<file path="config.mk">
export PLATFORM = sky130hd
export DESIGN_NAME = frame_serializer
export DESIGN_NICKNAME = d
export VERILOG_FILES = /design/src/rtl/frame_serializer.sv
export SDC_FILE = /design/constraint.sdc
export NUM_CORES = 1
export LEC_CHECK = 0
export CAP_MARGIN = 30
export CORE_MARGIN = 2
export CORE_UTILIZATION = 24
export DETAILED_ROUTE_END_ITERATION = 10
export SKIP_CTS_REPAIR_TIMING = 1
export SYNTH_ARGS = -nofsm -noshare
export SYNTH_HDL_FRONTEND = slang
export SYNTH_SLANG_ARGS = --single-unit
</file>
<file path="constraint.sdc">
create_clock -name clk -period 5.3 [get_ports clk]
set_clock_uncertainty 0.1 [all_clocks]
set_input_delay 1.06 -clock clk [delete_from_list [all_inputs] [get_ports clk]]
set_output_delay 1.06 -clock clk [all_outputs]
set_load 0.01 [all_outputs]
</file>
<file path="src/rtl/frame_serializer.sv">
// Serializes parallel words onto H one bit per symbol period, MSB first, aligned to a free-running symbol counter.
// Optional even-parity trailer symbol when FRAME_SERIALIZER_PARITY_EN is defined.
module frame_serializer #(
  parameter int   DATA_W     = 8,
  parameter int   SYM_LEN    = 11,
  parameter logic IDLE_LEVEL = 1'b0
) (
  input  logic              clk,
  input  logic              rst_n,
  input  logic [DATA_W-1:0] data_in,
  input  logic              data_valid,
  output logic              data_ready,
  output logic              H,
  output logic              sym_tick,
  output logic              busy,
  output logic              frame_done
);

  localparam int CNT_W = (SYM_LEN > 1) ? $clog2(SYM_LEN) : 1;
`ifdef FRAME_SERIALIZER_PARITY_EN
  localparam int NSYM = DATA_W + 1;
`else
  localparam int NSYM = DATA_W;
`endif
  localparam int IDX_W = $clog2(NSYM);
  localparam logic [CNT_W-1:0] CNT_LAST = CNT_W'(SYM_LEN - 1);
  localparam logic [IDX_W-1:0] IDX_LAST = IDX_W'(NSYM - 1);

  typedef enum logic [1:0] {S_IDLE, S_WAIT, S_SHIFT} state_t;

  state_t            state;
  logic [CNT_W-1:0]  count;
  logic [IDX_W-1:0]  bit_idx;
  logic [DATA_W-1:0] shift_q;
  logic [DATA_W-1:0] held_q;
  logic              held_vld;
  logic [DATA_W-1:0] load_src;
  logic              last_sym;
  logic              accept;
`ifdef FRAME_SERIALIZER_PARITY_EN
  logic              par_q;

  function automatic logic even_par(input logic [DATA_W-1:0] w);
    return ^w;
  endfunction
`endif

  assign sym_tick   = (count == CNT_LAST);
  assign last_sym   = (bit_idx == IDX_LAST);
  assign busy       = (state != S_IDLE);
  assign data_ready = rst_n && ((state == S_IDLE) ||
                                (state == S_SHIFT && last_sym && !held_vld));
  assign accept     = data_valid && data_ready;

  // A word accepted on the final tick itself bypasses the holding register.
  always_comb begin
    load_src = data_in;
    if (state == S_WAIT || (state == S_SHIFT && held_vld))
      load_src = held_q;
  end

  always_ff @(posedge clk or negedge rst_n) begin
    if (!rst_n)        count <= '0;
    else if (sym_tick) count <= '0;
    else               count <= count + 1'b1;
  end

  always_ff @(posedge clk or negedge rst_n) begin
    if (!rst_n) begin
      state      <= S_IDLE;
      H          <= IDLE_LEVEL;
      frame_done <= 1'b0;
      bit_idx    <= '0;
      shift_q    <= '0;
      held_q     <= '0;
      held_vld   <= 1'b0;
`ifdef FRAME_SERIALIZER_PARITY_EN
      par_q      <= 1'b0;
`endif
    end else begin
      frame_done <= 1'b0;
      case (state)
        S_IDLE: begin
          if (accept) begin
            if (sym_tick) begin
              shift_q <= load_src;
              H       <= load_src[DATA_W-1];
              bit_idx <= '0;
`ifdef FRAME_SERIALIZER_PARITY_EN
              par_q   <= even_par(load_src);
`endif
              state   <= S_SHIFT;
            end else begin
              held_q <= data_in;
              state  <= S_WAIT;
            end
          end
        end
        S_WAIT: begin
          if (sym_tick) begin
            shift_q <= load_src;
            H       <= load_src[DATA_W-1];
            bit_idx <= '0;
`ifdef FRAME_SERIALIZER_PARITY_EN
            par_q   <= even_par(load_src);
`endif
            state   <= S_SHIFT;
          end
        end
        S_SHIFT: begin
          if (sym_tick) begin
            if (last_sym) begin
              frame_done <= 1'b1;
              if (held_vld || accept) begin
                shift_q  <= load_src;
                H        <= load_src[DATA_W-1];
                bit_idx  <= '0;
`ifdef FRAME_SERIALIZER_PARITY_EN
                par_q    <= even_par(load_src);
`endif
                held_vld <= 1'b0;
              end else begin
                H     <= IDLE_LEVEL;
                state <= S_IDLE;
              end
            end else begin
              // Rotate so the next bit is always at DATA_W-2 relative to the current MSB.
              shift_q <= {shift_q[DATA_W-2:0], shift_q[DATA_W-1]};
              bit_idx <= bit_idx + 1'b1;
`ifdef FRAME_SERIALIZER_PARITY_EN
              if (bit_idx == IDX_W'(DATA_W - 1)) H <= par_q;
              else                               H <= shift_q[DATA_W-2];
`else
              H <= shift_q[DATA_W-2];
`endif
            end
          end else if (accept) begin
            held_q   <= data_in;
            held_vld <= 1'b1;
          end
        end
        default: state <= S_IDLE;
      endcase
    end
  end

endmodule

</file>
==> results.cfg <==
[sta]
slew_violations = 0
tightest_slew_ps = 669.3
rsz0062_at_grt = false
slew_headroom = 0.5505
hold_viol = 0
fin_crit_sh = 0.6917
fin_tns_setup_ps = 0
layout_min_cycle_time_ps = 3666
final-setup-viol-count = 0
clock.fmax_ghz = 0.2728

[logic_synthesis]
syn_nets = 156
synthMuxAreaShare = 0.06914
synth_cell_type_count = 36
yosys.area.top_type = dfrtp_1
syn_area_um2 = 1448
ys_ff_latch = 28
synth_ff_type = dfrtp_1
ys_warn_count = 0
ys_top_cells_by_area = dfrtp_1 (48%), mux2_2 (6.2%), o21ai_0 (5.9%), a211oi_1 (4.1%), o31ai_1 (4.1%)
synthSimpleGateAreaFrac = 0.1910
synth_top_area_share = 0.4840
synth_area_per_cell_um2 = 10.12
async_flop_share = 1.000
synth_seq_area_share = 0.4840
syn_inst = 143
synth-edff-count = 0
synth_top_family_by_area = compound AO/OA/AOI/OAI gates
synth_compound_area_frac = 0.2057
synthAdderAreaFrac = 0.01729
synth_xor_area_frac = 0.006050

[layout]
layout.cells.most_common_list = dfrtp_1 (28), o21ai_0 (17), clkdlybuf4s50_1 (15)
drive_gt1_frac = 0.1146
num_antenna_cells = 0
nets = 171
final_common_cell = dfrtp_1
synthToLayoutAreaGrowth_pct = 19.53
n_fill_cell = 632

[power]
peakVddDrop_mv = 0.1626
p_leak_nw = 0.7188
p_total_uw = 721.0
pwr_density_cell_nw_per_um2 = 416.7

[drt]
dr.first_iter.drc_count = 75
drc = 0
via_count = 1099
vias_per_cell = 4.737
drt_wl_total_um = 3047
dr.pass1.iters = 4
wl_per_cell_um = 13.13
antenna_left = 0

[critical_path]
startpoint_type = primary input
critical_path_class = primary input to primary output
cp_slowest_cell = clkdlybuf4s50_1
cp_common_cell = clkdlybuf4s50_1
worstPathArrival_ps = 2510
cp.required_ps = 4140
crit_fanout = 2
rr_worst_depth = 6
crit_chain = clkdlybuf4s50_1 > nor3b_1 > clkdlybuf4s50_1
end_kind = primary output
max_stage_delay_ps = 610

[place]
dp_hpwl_um = 2111
port_buffers = 15
place_congestion = 0.7575

[global_route]
grt_max_degree = 32
grt_pass1_wl_um = 5271
antenna_found_initial = 0
grt.overflow.total = 0
grt_pass1_vias = 1164
grt_usage = 0.1000

[min_path]
holdPathStages = 2
min-delay-path-class = flop to flop

[floorplan]
die_w_um = 81.67
die-area_um2 = 6669
initial_core_util = 0.2460
io_pins = 16
die_h_um = 81.67
fp-row-count = 28
core_um2 = 5886

[cts]
cts_buffers = 3
cts_sinks = 28
tritoncts = built
clkSlewWorstSetupHoldPaths_ps = 90
root_buffer = clkbuf_8
htree_levels = 1
insertion_delay_ps = 270
clock_path_buffers = 2

[outcome]
status = complete, no violations

[run]
maxCapViolCount = 0
-- cell families (layout without fill, tap and decap cells) --
family | after synthesis | after routing
and+or+nand+nor | 48 | 48
adders and majority gates | 2 | 2
AOI/OAI and AO/OA | 45 | 45
muxes | 9 | 9
DFF | 28 | 28
xor gates and xnor gates | 1 | 1
buffers and inverters | 10 | 24
-- area by class of cell --
type                       count  area (um^2)  share of cell area
clock buffer                   4        55.05             0.03181
inverter                       4        15.01            0.008677
multi-input combinational    105        708.2              0.4093
sequential                    28        700.7              0.4049
tap                           75        93.84             0.05423
timing repair buffer          16        157.7             0.09111
-- final timing paths --
kind | start | end | slack [ps]
hold reg to reg | shift_q[0] | shift_q[0] | 420
min in group asynchronous | rst_n | H | 1140
max in group asynchronous | rst_n | shift_q[2] | 3680
hold / removal | shift_q[0] | shift_q[0] | 420
setup reg to reg | bit_idx[0] | held_q[7] | 2910
setup / recovery | rst_n | data_ready | 1630
-- synth_stat cells (2+ instances only) --
master / instances
nand2b_1: 8
and3_1: 8
inv_1: 3
ha_1: 2
nand2_1: 6
dfrtp_1: 28
mux2_2: 8
a221oi_1: 2
clkbuf_1: 5
nand3_1: 2
a211oi_1: 8
nor2_1: 10
nor2b_1: 6
a21oi_1: 2
o31ai_1: 8
o21ai_0: 17
-- through the flow --
stage	hold slack [ps]	instances	area [um^2]	util	setup WS (ps)
floorplan	369.9	143	1448	-	2774
global placement	391.4	228	1675	0.2847	1621
detailed placement	398.7	228	1675	0.2847	1638
CTS	421.4	232	1730	0.2940	1615
global route	446.7	232	1730	0.2940	1581
finish	417.8	232	1730	0.2940	1634
-- state kept, by name, summed over array words and instances, names as in the netlist --
register	cells
H	1
count	4
shift_q	8
frame_done	1
bit_idx	3
held_vld	1
state	2
held_q	8
-- layer usage --
| metal | track usage | routed length (um) | vias to the layer above |
|---|---|---|---|
| li1 | - | - | 553 |
| met1 | 0.1336 | 1476 | 525 |
| met2 | 0.1680 | 1461 | 17 |
| met3 | 0.01429 | 81 | 4 |
| met4 | 0.03000 | 29 | 0 |
| met5 | 0 | 0 | - |
-- power breakdown --
group          switching (mW)  internal (mW)
registers              0.0586          0.283
clock network          0.0634         0.0664
logic                   0.123          0.126
-- critical path: cells and delay by family --
kind / cells / cell delay [ps]
buf+inv: 2 / 1110
simple gates: 1 / 340
Note: power is estimated with default switching activity, not from simulation.
